<file path="config.mk">
export PLATFORM = sky130hd
export DESIGN_NAME = rom_dl_router
export DESIGN_NICKNAME = d
export VERILOG_FILES = /design/src/rtl/rom_dl_pkg.sv /design/src/rtl/dl_fifo.sv /design/src/rtl/rom_dl_router.sv
export SDC_FILE = /design/constraint.sdc
export NUM_CORES = 1
export LEC_CHECK = 0
export BUFFER_PORTS_ARGS = -buffer_cell sky130_fd_sc_hd__buf_2
export CAP_MARGIN = 20
export CORE_ASPECT_RATIO = 1.25
export CORE_MARGIN = 2
export CORE_UTILIZATION = 56
export CTS_BUF_LIST = sky130_fd_sc_hd__clkbuf_16
export DETAILED_ROUTE_END_ITERATION = 10
export PLACE_DENSITY = 0.81
export SKIP_LAST_GASP = 1
export SYNTH_ARGS = -nofsm -noshare
export SYNTH_HDL_FRONTEND = slang
export SYNTH_SLANG_ARGS = --single-unit
</file>
<file path="constraint.sdc">
create_clock -name clk_sys -period 3.2 [get_ports clk_sys]
set_input_delay 0.48 -clock clk_sys [delete_from_list [all_inputs] [get_ports clk_sys]]
set_output_delay 0.48 -clock clk_sys [all_outputs]
set_load 0.05 [all_outputs]
</file>
<file path="src/rtl/rom_dl_pkg.sv">
// Shared types and helpers for the ROM download router.
// FIFO entry layout, download FSM states and a byte-wise reflected CRC-32 step.
package rom_dl_pkg;

   typedef enum logic [1:0] {
      IDLE,
      LOAD,
      DRAIN,
      DONE
   } dl_state_t;

   typedef struct packed {
      logic [16:0] addr;
      logic [7:0]  data;
   } dl_entry_t;

   localparam logic [31:0] CRC32_POLY = 32'hEDB88320;

   // Advance a reflected CRC-32 register by one byte, LSB first.
   function automatic logic [31:0] crc8_step(input logic [31:0] crc, input logic [7:0] data);
      logic [31:0] c;
      c = crc ^ {24'h000000, data};
      for (int unsigned i = 0; i < 8; i++) begin
         c = c[0] ? ((c >> 1) ^ CRC32_POLY) : (c >> 1);
      end
      return c;
   endfunction

endpackage

</file>
<file path="src/rtl/dl_fifo.sv">
// Synchronous FIFO of dl_entry_t used to decouple hps_io writes from core writes.
// DEPTH must be a power of two so the pointers wrap naturally.
module dl_fifo
   import rom_dl_pkg::*;
#(
   parameter int unsigned DEPTH = 4
) (
   input  logic                     clk,
   input  logic                     rst_n,
   input  logic                     flush,
   input  logic                     push,
   input  dl_entry_t                din,
   input  logic                     pop,
   output dl_entry_t                dout,
   output logic                     full,
   output logic                     empty,
   output logic [$clog2(DEPTH):0]   count
);

   localparam int unsigned AW = $clog2(DEPTH);

   dl_entry_t       mem [DEPTH];
   logic [AW-1:0]   wr_ptr;
   logic [AW-1:0]   rd_ptr;

   // Pointer and occupancy bookkeeping; flush discards everything queued.
   always_ff @(posedge clk or negedge rst_n) begin
      if (!rst_n) begin
         wr_ptr <= '0;
         rd_ptr <= '0;
         count  <= '0;
      end else if (flush) begin
         wr_ptr <= '0;
         rd_ptr <= '0;
         count  <= '0;
      end else begin
         if (push) wr_ptr <= wr_ptr + 1'b1;
         if (pop)  rd_ptr <= rd_ptr + 1'b1;
         case ({push, pop})
            2'b10:   count <= count + 1'b1;
            2'b01:   count <= count - 1'b1;
            default: ;
         endcase
      end
   end

   // Storage array; not reset, contents are only meaningful below count.
   always_ff @(posedge clk) begin
      if (push && !flush) mem[wr_ptr] <= din;
   end

   assign dout  = mem[rd_ptr];
   assign full  = (count == (AW+1)'(DEPTH));
   assign empty = (count == '0);

endmodule

</file>
<file path="src/rtl/rom_dl_router.sv">
// ROM download router: buffers hps_io ioctl bytes and replays them to the core
// load port when the core is ready, holding the core in reset while loading.
// Optional feature macro: ROM_DL_CRC_EN (CRC-32 check of delivered bytes;
// EXPECT_CRC exists only in that build).
module rom_dl_router
   import rom_dl_pkg::*;
#(
   parameter logic [7:0]  ROM_INDEX  = 8'd0,
   parameter logic [16:0] ROM_SIZE   = 17'h1C000,
   parameter int unsigned FIFO_DEPTH = 4
`ifdef ROM_DL_CRC_EN
   ,
   parameter logic [31:0] EXPECT_CRC = 32'h0
`endif
) (
   input  logic        clk_sys,
   input  logic        reset_n,
   input  logic        ioctl_download,
   input  logic [7:0]  ioctl_index,
   input  logic        ioctl_wr,
   input  logic [24:0] ioctl_addr,
   input  logic [7:0]  ioctl_dout,
   output logic        ioctl_wait,
   output logic [16:0] dn_addr,
   output logic [7:0]  dn_data,
   output logic        dn_wr,
   input  logic        dn_ready,
   output logic        hold_reset,
   output logic        dl_done,
   output logic        dl_err,
   output logic [16:0] byte_count,
   output logic        crc_ok
);

   localparam int unsigned CW = $clog2(FIFO_DEPTH) + 1;

   dl_state_t  state;
   dl_state_t  state_nxt;
   logic       dl_q;
   logic       dl_rise;
   logic       start;
   logic       flush;
   logic       in_range;
   logic       push;
   logic       pop;
   logic       drop;
   logic       fifo_full;
   logic       fifo_empty;
   logic [CW-1:0] fifo_count;
   dl_entry_t  fifo_din;
   dl_entry_t  fifo_dout;

   // Delayed copy of ioctl_download for edge detection.
   always_ff @(posedge clk_sys or negedge reset_n) begin
      if (!reset_n) dl_q <= 1'b0;
      else          dl_q <= ioctl_download;
   end

   assign dl_rise = ioctl_download & ~dl_q & (ioctl_index == ROM_INDEX);

   // Download state register.
   always_ff @(posedge clk_sys or negedge reset_n) begin
      if (!reset_n) state <= IDLE;
      else          state <= state_nxt;
   end

   // Next-state logic; start marks entry into LOAD, flush drops a stale drain.
   always_comb begin
      state_nxt = state;
      start     = 1'b0;
      flush     = 1'b0;
      case (state)
         IDLE: begin
            if (dl_rise) begin
               state_nxt = LOAD;
               start     = 1'b1;
            end
         end
         LOAD: begin
            if (!ioctl_download) state_nxt = DRAIN;
         end
         DRAIN: begin
            if (dl_rise) begin
               state_nxt = LOAD;
               start     = 1'b1;
               flush     = 1'b1;
            end else if (fifo_empty && !dn_wr) begin
               state_nxt = DONE;
            end
         end
         DONE: begin
            if (dl_rise) begin
               state_nxt = LOAD;
               start     = 1'b1;
            end
         end
         default: state_nxt = IDLE;
      endcase
   end

   // A full FIFO still accepts a byte when the same cycle pops one.
   assign in_range = (ioctl_addr < {8'h00, ROM_SIZE});
   assign pop      = ~fifo_empty & dn_ready & ~flush;
   assign push     = (state == LOAD) & ioctl_wr & in_range & (~fifo_full | pop);
   assign drop     = (state == LOAD) & ioctl_wr & (~in_range | (fifo_full & ~pop));
   assign fifo_din = '{addr: ioctl_addr[16:0], data: ioctl_dout};

   dl_fifo #(
      .DEPTH (FIFO_DEPTH)
   ) u_fifo (
      .clk   (clk_sys),
      .rst_n (reset_n),
      .flush (flush),
      .push  (push),
      .din   (fifo_din),
      .pop   (pop),
      .dout  (fifo_dout),
      .full  (fifo_full),
      .empty (fifo_empty),
      .count (fifo_count)
   );

   // Core write port, byte counter and sticky error flag.
   always_ff @(posedge clk_sys or negedge reset_n) begin
      if (!reset_n) begin
         dn_wr      <= 1'b0;
         dn_addr    <= '0;
         dn_data    <= '0;
         byte_count <= '0;
         dl_err     <= 1'b0;
      end else begin
         dn_wr <= pop;
         if (pop) begin
            dn_addr <= fifo_dout.addr;
            dn_data <= fifo_dout.data;
         end
         if (start)                                   byte_count <= '0;
         else if (dn_wr && (byte_count != 17'h1FFFF)) byte_count <= byte_count + 1'b1;
         if (start)     dl_err <= 1'b0;
         else if (drop) dl_err <= 1'b1;
      end
   end

   assign ioctl_wait = (fifo_count >= CW'(FIFO_DEPTH - 1));
   assign hold_reset = (state == LOAD) || (state == DRAIN);
   assign dl_done    = (state == DONE);

`ifdef ROM_DL_CRC_EN
   logic [31:0] crc;

   // Running CRC over bytes exactly as they leave on dn_wr.
   always_ff @(posedge clk_sys or negedge reset_n) begin
      if (!reset_n)   crc <= '1;
      else if (start) crc <= '1;
      else if (dn_wr) crc <= crc8_step(crc, dn_data);
   end

   assign crc_ok = dl_done && ((crc ^ 32'hFFFFFFFF) == EXPECT_CRC);
`else
   assign crc_ok = dl_done;
`endif

endmodule
</file>
==> run summary <==
Status -> finished clean
Maximum number of pins on one net before global-route repair -> 39
Area growth from synthesis to final layout -> 19.10%
Gate count after technology mapping -> 360
Placer's final routability congestion estimate -> 0.9556
Number of antenna-violating nets in the routed design -> 0
Worst setup path class -> reg -> reg
Worst vdd ir -> 0.6834 mV
Gates resized, CTS repair -> 0
Synthesized netlist net count -> 417
Via count of the first global-routing pass -> 3675
Fin util -> 0.6775
Clock sink total -> 154
Worst-case clock skew -> 0.006049 ns
Filler Cells Inserted -> 734
Nets -> 524
Post-CTS Hold Buffers -> 0
EDFF count, synth -> 100
Hold Path Class -> in -> async
Clock tree from TritonCTS -> done
Number of endpoints with negative hold slack in the final report -> 0
Clock latency on the worst-skew pair -> 0.41 ns
Length of the first detailed-routing pass in iterations -> 6
Area enclosed by the die boundary -> 12010 sq um
Primary FF master, synth -> edfxtp_1
Final critical-path required period -> 2.753 ns
Met2 layer wire length in the routed design -> 6467 microns
Number of vias in the routed layout -> 3550
I/O pin cnt -> 94
Synthesized cell area -> 6243 sq um
Achievable frequency -> 0.3633 GHz
Combined area of the multi-input logic cells -> 1763 sq um
Area of the placeable core -> 10980 sq um
Synthesis-stage register bit count -> 154
Top post-synthesis cells by area -> edfxtp_1, dfrtp_1, mux4_2
Setup TNS -> 0 ns
Layout cell share with drive strength beyond 1 -> 0.3925
Cell type with the highest aggregate area in the netlist -> edfxtp_1
Wire length per cell -> 19.70 microns
CP Launch Type -> register
Detailed-route DRC error count -> 0
Post-CTS clock slew at the launch and capture registers of the worst setup and hold paths -> 0.06 ns
Wire length of the first global-routing pass -> 19280 microns
Distinct cell type count of the synthesized netlist -> 42
Deepest level of the CTS H-tree -> 4
CTS Root Cell -> clkbuf_16
Antenna violations before repair -> 0
Worst path required time -> 3.53 ns
Depth of the worst register-to-register path -> 11
Share of the clock period used by the worst path -> 0.8603
Leakage component of the power -> 2.863 nW
Synthesis Warnings -> 0
Final standard cell count with taps included and fillers excluded -> 614
Vias per std cell -> 5.782
Most frequent cells in the layout -> edfxtp_1, buf_2, dfrtp_1
Number of buffers on the longest clock path -> 2
Setup slack at placement -> 0.4843 ns
Residual overflow from global routing -> 0
Proportion of synthesized flip-flops having asynchronous set or reset -> 0.3506
Worst Max-Slew Pin Slew -> 0.9024 ns
Total GRT Usage -> 0.2147
Storage element area -> 4355 sq um
Placed Cells incl. Taps -> 583
Overall routed net length -> 12100 microns
Detail Placement HPWL -> 7717 microns
Setup violators final -> 0
Routed met1 length -> 4757 microns
Arrival time of the worst setup path -> 3.09 ns
Max-slew violation count -> 0
Critical path fanouts, max -> 7
Number of buffers inserted by post-CTS setup repair -> 0
Sequential-to-total area share from yosys stat -> 0.6974
Count of input and output buffers -> 93
Number of maximum-capacitance constraint violations -> 0
Ant diodes -> 0
Power per Cell Area -> 992.8 nW/um^2
Number of cell rows -> 43
Top layer in use -> met4
Die Ht -> 122.1 microns
Initial standard-cell utilization of the core -> 0.5689
Relative max-transition margin -> 0.3984
Fraction of post-synthesis cell area in the top cell type by area -> 0.4810
Endpoint type of the worst setup path -> register
Met3 wirelength from detailed routing -> 720 microns
Width of the die -> 98.44 microns
Cts bufs inserted -> 17
Avg Synthesized Cell Area -> 17.34 sq um
Min setup slack post-route -> 0.4472 ns
Detailed Route Iter0 Violations -> 185
RSZ-0062 raised after global routing -> false
Commonest non-fill, non-tap cell in the layout -> edfxtp_1
-- Yosys cell counts, types with 2 or more instances --
master,number
edfxtp_1,100
dfrtp_1,54
mux2_2,25
mux4_2,25
nor2_1,24
nand2_1,13
inv_1,11
xnor2_1,11
ha_1,10
nand3_1,7
nor3_1,7
o21ai_0,7
a21oi_1,6
and3_1,6
nand4_1,6
xor2_1,6
buf_2,5
buf_6,3
clkbuf_1,3
mux2i_1,3
nor4_1,3
a21o_1,2
and4_1,2
buf_4,2
o31ai_1,2
-- where the power goes --
part	switching, mW	leakage, nW	total [mW]	internal (mW)
clock network	0.760	0.287	1.97	1.21
registers	0.379	1.51	2.82	2.44
logic	1.71	1.06	2.59	0.881
-- layout make-up --
class                      instances  share of cell area
sequential                       154              0.5857
multi-input combinational        182              0.2371
timing repair buffer             101             0.07067
clock buffer                      17             0.05721
tap                              135             0.02272
clock inverter                    14             0.02103
inverter                          11            0.005553
-- worst max-delay path: stages (launching register included) --
cell,delay [ns]
dfrtp_1,0.42
and4_1,0.27
nand4_1,0.21
nor2_1,0.08
nand3_1,0.10
nor2_1,0.06
ha_1,0.21
nor2b_4,0.24
nand4_4,0.17
or3_4,0.38
or3_1,0.36
a21oi_1,0.17
-- stage by stage --
stage / area (sq um) / power (mW) / hold slack [ns]
2_1_floorplan: 6243 / 4.834 / 0.1844
3_3_place_gp: 6854 / 5.354 / 0.4835
3_5_place_dp: 6854 / 5.447 / 0.4941
4_1_cts: 7436 / 7.445 / 0.1822
5_1_grt: 7436 / 7.706 / 0.1861
6_report: 7436 / 7.382 / 0.1766
-- state kept, by name (all words and copies together) (netlist names) --
name           flops
byte_count        17
u_fifo.rd_ptr      2
dn_data            8
dn_wr              1
u_fifo.mem       100
u_fifo.count       3
dl_err             1
u_fifo.wr_ptr      2
state              2
dl_q               1
dn_addr           17
-- cell families (layout without fill, tap and decap cells) --
group                      count (synthesis)  after routing  share of synthesized area
AOI/OAI and AO/OA                         21             21                    0.02144
xor gates and xnor gates                  17             17                    0.02385
adders and majority gates                 11             11                    0.02325
buffers and inverters                     24            143                    0.02024
DFF                                      154            154                     0.6974
muxes                                     53             53                     0.1401
and+or+nand+nor                           80             80                    0.07375
-- per-layer routing --
metal / GRT usage / vias up
li1: - / 1590
met1: 0.2699 / 1819
met5: 0 / -
met2: 0.3665 / 123
met3: 0.05622 / 18
met4: 0.07192 / 0
-- path summary, 6_finish.rpt --
check	slack [ns]	to	startpoint
max	0.45	byte_count[7]	byte_count[4]
min	0.18	byte_count[2]	reset_n
max reg2reg	0.45	byte_count[7]	byte_count[4]
min reg2reg	0.50	dn_data[4]	dn_data[4]
max in group asynchronous	2.22	dn_data[5]	reset_n
min in group clk_sys	0.20	dl_q	ioctl_download
(Power assumes the default switching activity.)
